### src/rtl/execute_stage_if.sv
// ID/EX -> execute stage -> EX/MEM signal bundle.
// The master drives the ID/EX fields. The slave is the execute stage.
interface execute_stage_if;
  logic [31:0] pcAdded;
  logic [31:0] Read1;
  logic [31:0] Read2;
  logic [31:0] i16_0Extended;
  logic [4:0]  i20_16;
  logic [4:0]  i15_11;
  logic        regDst;
  logic        aluSrc;
  logic        branch;
  logic        memWrite;
  logic        memRead;
  logic        regWrite;
  logic        memToReg;
  logic [2:0]  aluOp;

  logic [31:0] outBranchTarget;
  logic [31:0] outAluResult;
  logic        outZero;
  logic [31:0] outRead2;
  logic [4:0]  outWriteReg;
  logic        outBranch;
  logic        outMemWrite;
  logic        outMemRead;
  logic        outRegWrite;
  logic        outMemToReg;
  logic        exBusy;

  modport master (
    output pcAdded, Read1, Read2, i16_0Extended, i20_16, i15_11,
           regDst, aluSrc, branch, memWrite, memRead, regWrite, memToReg, aluOp,
    input  outBranchTarget, outAluResult, outZero, outRead2, outWriteReg,
           outBranch, outMemWrite, outMemRead, outRegWrite, outMemToReg, exBusy
  );

  modport slave (
    input  pcAdded, Read1, Read2, i16_0Extended, i20_16, i15_11,
           regDst, aluSrc, branch, memWrite, memRead, regWrite, memToReg, aluOp,
    output outBranchTarget, outAluResult, outZero, outRead2, outWriteReg,
           outBranch, outMemWrite, outMemRead, outRegWrite, outMemToReg, exBusy
  );
endinterface

### src/rtl/execute_stage.sv
// MIPS execute stage: this block computes the ALU result and the branch target and registers them into EX/MEM.
// Defining EX_MULT_EN adds a 32-cycle shift-add multiplier for funct 011000.
module execute_stage (
  input  logic          clk,
  input  logic          rst,
  input  logic          stall,
  input  logic          flush,
  execute_stage_if.slave ex
);

  typedef struct packed {
    logic [31:0] branchTarget;
    logic [31:0] aluResult;
    logic        zero;
    logic [31:0] read2;
    logic [4:0]  writeReg;
    logic        branch;
    logic        memWrite;
    logic        memRead;
    logic        regWrite;
    logic        memToReg;
  } exMemT;

  exMemT       exMemQ;
  exMemT       loadVal;
  logic [31:0] opB;
  logic [5:0]  funct;
  logic [31:0] sum;
  logic [31:0] diff;
  logic [31:0] sltRes;
  logic [31:0] aluResult;

  always_comb begin
    opB    = ex.aluSrc ? ex.i16_0Extended : ex.Read2;
    funct  = ex.i16_0Extended[5:0];
    sum    = ex.Read1 + opB;
    diff   = ex.Read1 - opB;
    sltRes = {31'b0, ($signed(ex.Read1) < $signed(opB))};

    aluResult = '0;
    case (ex.aluOp)
      3'b000:  aluResult = sum;
      3'b001:  aluResult = diff;
      3'b011:  aluResult = ex.Read1 & opB;
      3'b100:  aluResult = ex.Read1 | opB;
      3'b101:  aluResult = sltRes;
      3'b010: begin
        case (funct)
          6'b100000: aluResult = sum;
          6'b100010: aluResult = diff;
          6'b100100: aluResult = ex.Read1 & opB;
          6'b100101: aluResult = ex.Read1 | opB;
          6'b101010: aluResult = sltRes;
          default:   aluResult = '0;
        endcase
      end
      default: aluResult = '0;
    endcase

    loadVal              = '0;
    loadVal.branchTarget = ex.pcAdded + (ex.i16_0Extended << 2);
    loadVal.aluResult    = aluResult;
    loadVal.zero         = (aluResult == 32'd0);
    loadVal.read2        = ex.Read2;
    loadVal.writeReg     = ex.regDst ? ex.i15_11 : ex.i20_16;
    loadVal.branch       = ex.branch;
    loadVal.memWrite     = ex.memWrite;
    loadVal.memRead      = ex.memRead;
    loadVal.regWrite     = ex.regWrite;
    loadVal.memToReg     = ex.memToReg;
  end

`ifdef EX_MULT_EN
  typedef enum logic [1:0] {StIdle, StMul, StDone} mulStateT;

  mulStateT    mulState;
  logic [5:0]  mulCount;
  logic [31:0] mulAcc;
  logic [31:0] mulMcand;
  logic [31:0] mulMplier;
  exMemT       mulHold;
  exMemT       mulCapture;
  logic        multDecoded;

  assign multDecoded = (ex.aluOp == 3'b010) && (funct == 6'b011000);

  // Only the low 32 product bits are kept, so a 32-bit accumulator is exact.
  always_comb begin
    mulCapture           = mulHold;
    mulCapture.aluResult = mulAcc;
    mulCapture.zero      = (mulAcc == 32'd0);
  end

  assign ex.exBusy = ((mulState == StIdle) && multDecoded) || (mulState == StMul);

  always_ff @(posedge clk) begin
    if (rst) begin
      exMemQ    <= '0;
      mulState  <= StIdle;
      mulCount  <= '0;
      mulAcc    <= '0;
      mulMcand  <= '0;
      mulMplier <= '0;
      mulHold   <= '0;
    end else if (flush) begin
      exMemQ   <= '0;
      mulState <= StIdle;
    end else begin
      case (mulState)
        StIdle: begin
          if (!stall) begin
            if (multDecoded) begin
              exMemQ    <= '0;
              mulHold   <= loadVal;
              mulAcc    <= '0;
              mulMcand  <= ex.Read1;
              mulMplier <= opB;
              mulCount  <= '0;
              mulState  <= StMul;
            end else begin
              exMemQ <= loadVal;
            end
          end
        end
        StMul: begin
          // The multiplier keeps iterating under stall; only EX/MEM holds.
          if (!stall) exMemQ <= '0;
          mulAcc    <= mulAcc + (mulMplier[0] ? mulMcand : 32'd0);
          mulMcand  <= mulMcand << 1;
          mulMplier <= mulMplier >> 1;
          mulCount  <= mulCount + 6'd1;
          if (mulCount == 6'd31) mulState <= StDone;
        end
        StDone: begin
          if (!stall) begin
            exMemQ   <= mulCapture;
            mulState <= StIdle;
          end
        end
        default: mulState <= StIdle;
      endcase
    end
  end
`else
  assign ex.exBusy = 1'b0;

  always_ff @(posedge clk) begin
    if (rst) begin
      exMemQ <= '0;
    end else if (flush) begin
      exMemQ <= '0;
    end else if (!stall) begin
      exMemQ <= loadVal;
    end
  end
`endif

  assign ex.outBranchTarget = exMemQ.branchTarget;
  assign ex.outAluResult    = exMemQ.aluResult;
  assign ex.outZero         = exMemQ.zero;
  assign ex.outRead2        = exMemQ.read2;
  assign ex.outWriteReg     = exMemQ.writeReg;
  assign ex.outBranch       = exMemQ.branch;
  assign ex.outMemWrite     = exMemQ.memWrite;
  assign ex.outMemRead      = exMemQ.memRead;
  assign ex.outRegWrite     = exMemQ.regWrite;
  assign ex.outMemToReg     = exMemQ.memToReg;

endmodule

### src/flat_wrapper.sv
// flat-port wrapper written by rule: the top's interface ports become plain ports
module execute_stage_flat 
  (clk, rst, stall, flush, ex_pcAdded, ex_Read1, ex_Read2, ex_i16_0Extended, ex_i20_16, ex_i15_11, ex_regDst, ex_aluSrc, ex_branch, ex_memWrite, ex_memRead, ex_regWrite, ex_memToReg, ex_aluOp, ex_outBranchTarget, ex_outAluResult, ex_outZero, ex_outRead2, ex_outWriteReg, ex_outBranch, ex_outMemWrite, ex_outMemRead, ex_outRegWrite, ex_outMemToReg, ex_exBusy);
  execute_stage_if ex_i ();
  input  logic clk;
  input  logic rst;
  input  logic stall;
  input  logic flush;
  input wire logic [$bits(ex_i.pcAdded)-1:0] ex_pcAdded;
  input wire logic [$bits(ex_i.Read1)-1:0] ex_Read1;
  input wire logic [$bits(ex_i.Read2)-1:0] ex_Read2;
  input wire logic [$bits(ex_i.i16_0Extended)-1:0] ex_i16_0Extended;
  input wire logic [$bits(ex_i.i20_16)-1:0] ex_i20_16;
  input wire logic [$bits(ex_i.i15_11)-1:0] ex_i15_11;
  input wire logic [$bits(ex_i.regDst)-1:0] ex_regDst;
  input wire logic [$bits(ex_i.aluSrc)-1:0] ex_aluSrc;
  input wire logic [$bits(ex_i.branch)-1:0] ex_branch;
  input wire logic [$bits(ex_i.memWrite)-1:0] ex_memWrite;
  input wire logic [$bits(ex_i.memRead)-1:0] ex_memRead;
  input wire logic [$bits(ex_i.regWrite)-1:0] ex_regWrite;
  input wire logic [$bits(ex_i.memToReg)-1:0] ex_memToReg;
  input wire logic [$bits(ex_i.aluOp)-1:0] ex_aluOp;
  output wire logic [$bits(ex_i.outBranchTarget)-1:0] ex_outBranchTarget;
  output wire logic [$bits(ex_i.outAluResult)-1:0] ex_outAluResult;
  output wire logic [$bits(ex_i.outZero)-1:0] ex_outZero;
  output wire logic [$bits(ex_i.outRead2)-1:0] ex_outRead2;
  output wire logic [$bits(ex_i.outWriteReg)-1:0] ex_outWriteReg;
  output wire logic [$bits(ex_i.outBranch)-1:0] ex_outBranch;
  output wire logic [$bits(ex_i.outMemWrite)-1:0] ex_outMemWrite;
  output wire logic [$bits(ex_i.outMemRead)-1:0] ex_outMemRead;
  output wire logic [$bits(ex_i.outRegWrite)-1:0] ex_outRegWrite;
  output wire logic [$bits(ex_i.outMemToReg)-1:0] ex_outMemToReg;
  output wire logic [$bits(ex_i.exBusy)-1:0] ex_exBusy;
  assign ex_i.pcAdded = ex_pcAdded;
  assign ex_i.Read1 = ex_Read1;
  assign ex_i.Read2 = ex_Read2;
  assign ex_i.i16_0Extended = ex_i16_0Extended;
  assign ex_i.i20_16 = ex_i20_16;
  assign ex_i.i15_11 = ex_i15_11;
  assign ex_i.regDst = ex_regDst;
  assign ex_i.aluSrc = ex_aluSrc;
  assign ex_i.branch = ex_branch;
  assign ex_i.memWrite = ex_memWrite;
  assign ex_i.memRead = ex_memRead;
  assign ex_i.regWrite = ex_regWrite;
  assign ex_i.memToReg = ex_memToReg;
  assign ex_i.aluOp = ex_aluOp;
  assign ex_outBranchTarget = ex_i.outBranchTarget;
  assign ex_outAluResult = ex_i.outAluResult;
  assign ex_outZero = ex_i.outZero;
  assign ex_outRead2 = ex_i.outRead2;
  assign ex_outWriteReg = ex_i.outWriteReg;
  assign ex_outBranch = ex_i.outBranch;
  assign ex_outMemWrite = ex_i.outMemWrite;
  assign ex_outMemRead = ex_i.outMemRead;
  assign ex_outRegWrite = ex_i.outRegWrite;
  assign ex_outMemToReg = ex_i.outMemToReg;
  assign ex_exBusy = ex_i.exBusy;
  execute_stage u_core (.clk(clk), .rst(rst), .stall(stall), .flush(flush), .ex(ex_i));
endmodule
### config.mk
export PLATFORM = sky130hd
export DESIGN_NAME = execute_stage_flat
export DESIGN_NICKNAME = d
export VERILOG_FILES = /design/src/rtl/execute_stage_if.sv /design/src/rtl/execute_stage.sv /design/src/flat_wrapper.sv
export SDC_FILE = /design/constraint.sdc
export NUM_CORES = 1
export LEC_CHECK = 0
export CAP_MARGIN = 20
export CORE_MARGIN = 1
export CORE_UTILIZATION = 56
export DETAILED_ROUTE_END_ITERATION = 6
export PLACE_DENSITY = 0.94
export SYNTH_ARGS = -nofsm -noshare
export SYNTH_HDL_FRONTEND = slang
export SYNTH_SLANG_ARGS = --single-unit
### constraint.sdc
create_clock -name clk -period 14.9 [get_ports clk]
set_input_delay 1.49 -clock clk [delete_from_list [all_inputs] [get_ports clk]]
set_output_delay 1.49 -clock clk [all_outputs]
set_load 0.01 [all_outputs]
==> metrics.txt <==
status=finished, violations left; failing checks=DRC; largest buffer count on any clock path=2; most common cell in the synthesized netlist=nor2_1; Hold Buf Count CTS=0; DP HPWL=31.8 mm; Synth cell types=85; top-area cell type share of the netlist area=19.2%; top post-synthesis cells by area=dfxtp_1 19%, ha_1 14%, mux2i_1 9.0%; number of inserted diodes=0; cell family with most CP delay=compound AO/OA/AOI/OAI gates; final period utilization=45.7%; All-Layer GR Usage=40.9%; via-per-instance ratio=6.54; Max Slew Vio Count=0; post-layout min period=6.81 ns; Max H-tree Level=3; cell count after synthesis=1500; list of most frequent post-synthesis cells=209 x nor2_1, 147 x a21oi_1, 125 x ha_1; row cnt=51; total CTS buffers=9; sequential area share after synthesis=19.2%; maxcap violations=0; Sw Pwr=0.398 mW; Pwr Total=1.04 mW; Post-CTS Resized=0; Slowest-stage cell, CP=clkdlybuf4s50_1; Initial Util=57.2%; Crit Path Class=in -> reg; sequential share of power=29.5%; Int Power=0.638 mW; busiest layer in global routing=met2; fin nets=1967; met2 Usage GRT=66.4%; final worst clock skew=0 ns; Critical Path AT=7.09 ns; Switching Fraction=38.4%; flops & latches, synth=107; I/O pin total=260; fillers=1454; syn_nets=1780; layout cells sized above 1=3.55%; Avg WL per Cell=21.9 um; die area=20400 sq um; pwr dens=73.5 nW/um^2; WP data required=15.18 ns; Multi-input gate area=8220 sq um; setup total negative slack=0 ns; Max FO, Critical Path=14; FMAX=0.147 GHz; Die Y=143 um; vias in the first global route=11973; CP most frequent cell=or4_1; Iter 0 DRT Violations=1359; Setup Viol. Count Final=0; RSZ-0062 raised after global routing=no; Residual DRC=5; peak supply drop=0.0659 mV; die width=143 um; Lkg Pwr=5.96 nW; Hold WC Path Type=reg -> reg; Port Buf Inserts=258; worst path bufs/invs=2; largest area contributor in the synthesized netlist=dfxtp_1; largest net degree at the start of global routing=72; CTS tree=built; crit end category=flop; number of warning messages in the yosys log=0; Initial DRT Pass Iterations=7; Vias=12798; cell-by-cell trace of the critical path=clkdlybuf4s50_1 -> mux2i_1 -> inv_1 -> fa_1 -> nor3_2 -> o311ai_1 -> a311oi_1 -> o21ai_1 -> o211a_1 -> o31ai_2 -> o21ai_1 -> a221o_1 -> or4_1 -> or4_1 -> or4_1 -> o31ai_2; Worst-Margin Slew=0.984 ns; GR met1 Demand/Resource=49.3%; final hold vios=0; WHS=0.462 ns; launching element type of the critical path=primary input; met3 Resource Use GR=9.66%; Post-synth EDFFs=0; final WL=42.9 mm; GPL Wtd Cong=0.977; Clock power frac=26.2%; antenna viol nets, final=0; ys flop type=dfxtp_1; post-CTS setup buffers=0; Clock Sinks=107; Core Util, Final=72.4%; gr ovfl total=0; CORE AREA=19500 sq um; ys async rst share=0%; syn avg cell area=7.42 sq um; Clock transition at path regs=0.08 ns; initial antenna violation count=0; logic gate share of total power=44.3%; slowest stage delay, CP=0.78 ns; Clk Latency, worst-skew pair=0.35 ns; Area Growth Syn to Fin=26.5%; synthesized area=11100 sq um; clock root cell=clkbuf_16; register area=2140 sq um; first-pass GRT wire length=65.0 mm; Slew HR=34.3%
==> worst reg2reg max path, stage by stage (launching register included) <==
cell and delay (ns):
dfxtp_1 0.37, nor2_1 0.05, a311oi_1 0.26
==> area by class of cell <==
| type | count | area share [%] |
|---|---|---|
| Clock buffer | 9 | 1.60 |
| Timing Repair Buffer | 270 | 18.9 |
| Clock inverter | 7 | 0.728 |
| Tap cell | 265 | 2.35 |
| Inverter | 107 | 2.85 |
| Sequential cell | 107 | 15.2 |
| Multi-Input combinational cell | 1192 | 58.3 |
==> final timing paths <==
| path | startpoint | end | slack, ns | cells after the start |
|---|---|---|---|---|
| hold reg to reg | u_core.ex.outAluResult[20] | u_core.ex.outAluResult[20] | 0.46 | 2 |
| setup / recovery | ex_i16_0Extended[1] | u_core.ex.outZero | 8.09 | 16 |
| setup reg to reg | u_core.ex.outAluResult[2] | u_core.ex.outAluResult[2] | 14.13 | 2 |
| hold / removal | u_core.ex.outAluResult[20] | u_core.ex.outAluResult[20] | 0.46 | 2 |
==> layer usage <==
metal	routed length [um]	vias up
met2	19500	865
li1	-	5830
met3	4790	174
met1	16000	5929
met5	0	-
met4	2580	0
==> cell usage in the layout, fill, tap and decap left out, types with 13 or more instances in the layout <==
master	n
clkdlybuf4s50_1	256
nor2_1	209
a21oi_1	147
ha_1	125
dfxtp_1	107
inv_1	106
mux2i_1	100
nand2_1	91
o21ai_0	64
nor3_1	40
o221ai_1	23
nand3_1	20
a21o_1	18
o31ai_1	18
a221oi_1	18
xnor2_1	17
nor2b_1	16
a211oi_1	15
o211ai_1	15
o21bai_1	15
or3_1	15
nor4_1	14
nand4_1	13
buf_4	13
==> kinds of logic after synthesis <==
group | synth area share [%]
other | 0.0337
xor gates and xnor gates | 2.12
buffers and inverters | 7.01
muxes | 8.99
DFF | 19.2
and+or+nand+nor | 20.5
adders and majority gates | 14.6
AOI/OAI and AO/OA | 27.5
==> power by group through the flow <==
| stage | Combinational (mW) | Sequential [mW] | Clock [mW] |
|---|---|---|---|
| floorplan | 0.279 | 0.316 | 0 |
| global placement | 0.432 | 0.311 | 0 |
| detailed placement | 0.441 | 0.312 | 0 |
| CTS | 0.445 | 0.305 | 0.270 |
| global route | 0.492 | 0.306 | 0.283 |
| finish | 0.459 | 0.305 | 0.271 |
==> through the flow <==
step | instances | setup slack (ns) | instance area (sq um)
2_1_floorplan | 1500 | 8.51 | 11100
3_3_place_gp | 1941 | 7.97 | 13800
3_5_place_dp | 1941 | 7.86 | 13800
4_1_cts | 1957 | 8.22 | 14100
5_1_grt | 1957 | 7.80 | 14100
6_report | 1957 | 8.09 | 14100
==> registers in the layout, summed over array words and instances (netlist names) <==
signal and cells:
u_core.ex.outMemRead 1, u_core.ex.outRead2 32, u_core.ex.outBranch 1, u_core.ex.outRegWrite 1
u_core.ex.outBranchTarget 32, u_core.ex.outWriteReg 5, u_core.ex.outMemWrite 1, u_core.ex.outMemToReg 1
u_core.ex.outZero 1, u_core.ex.outAluResult 32
Note: power is estimated with default switching activity, not from simulation.
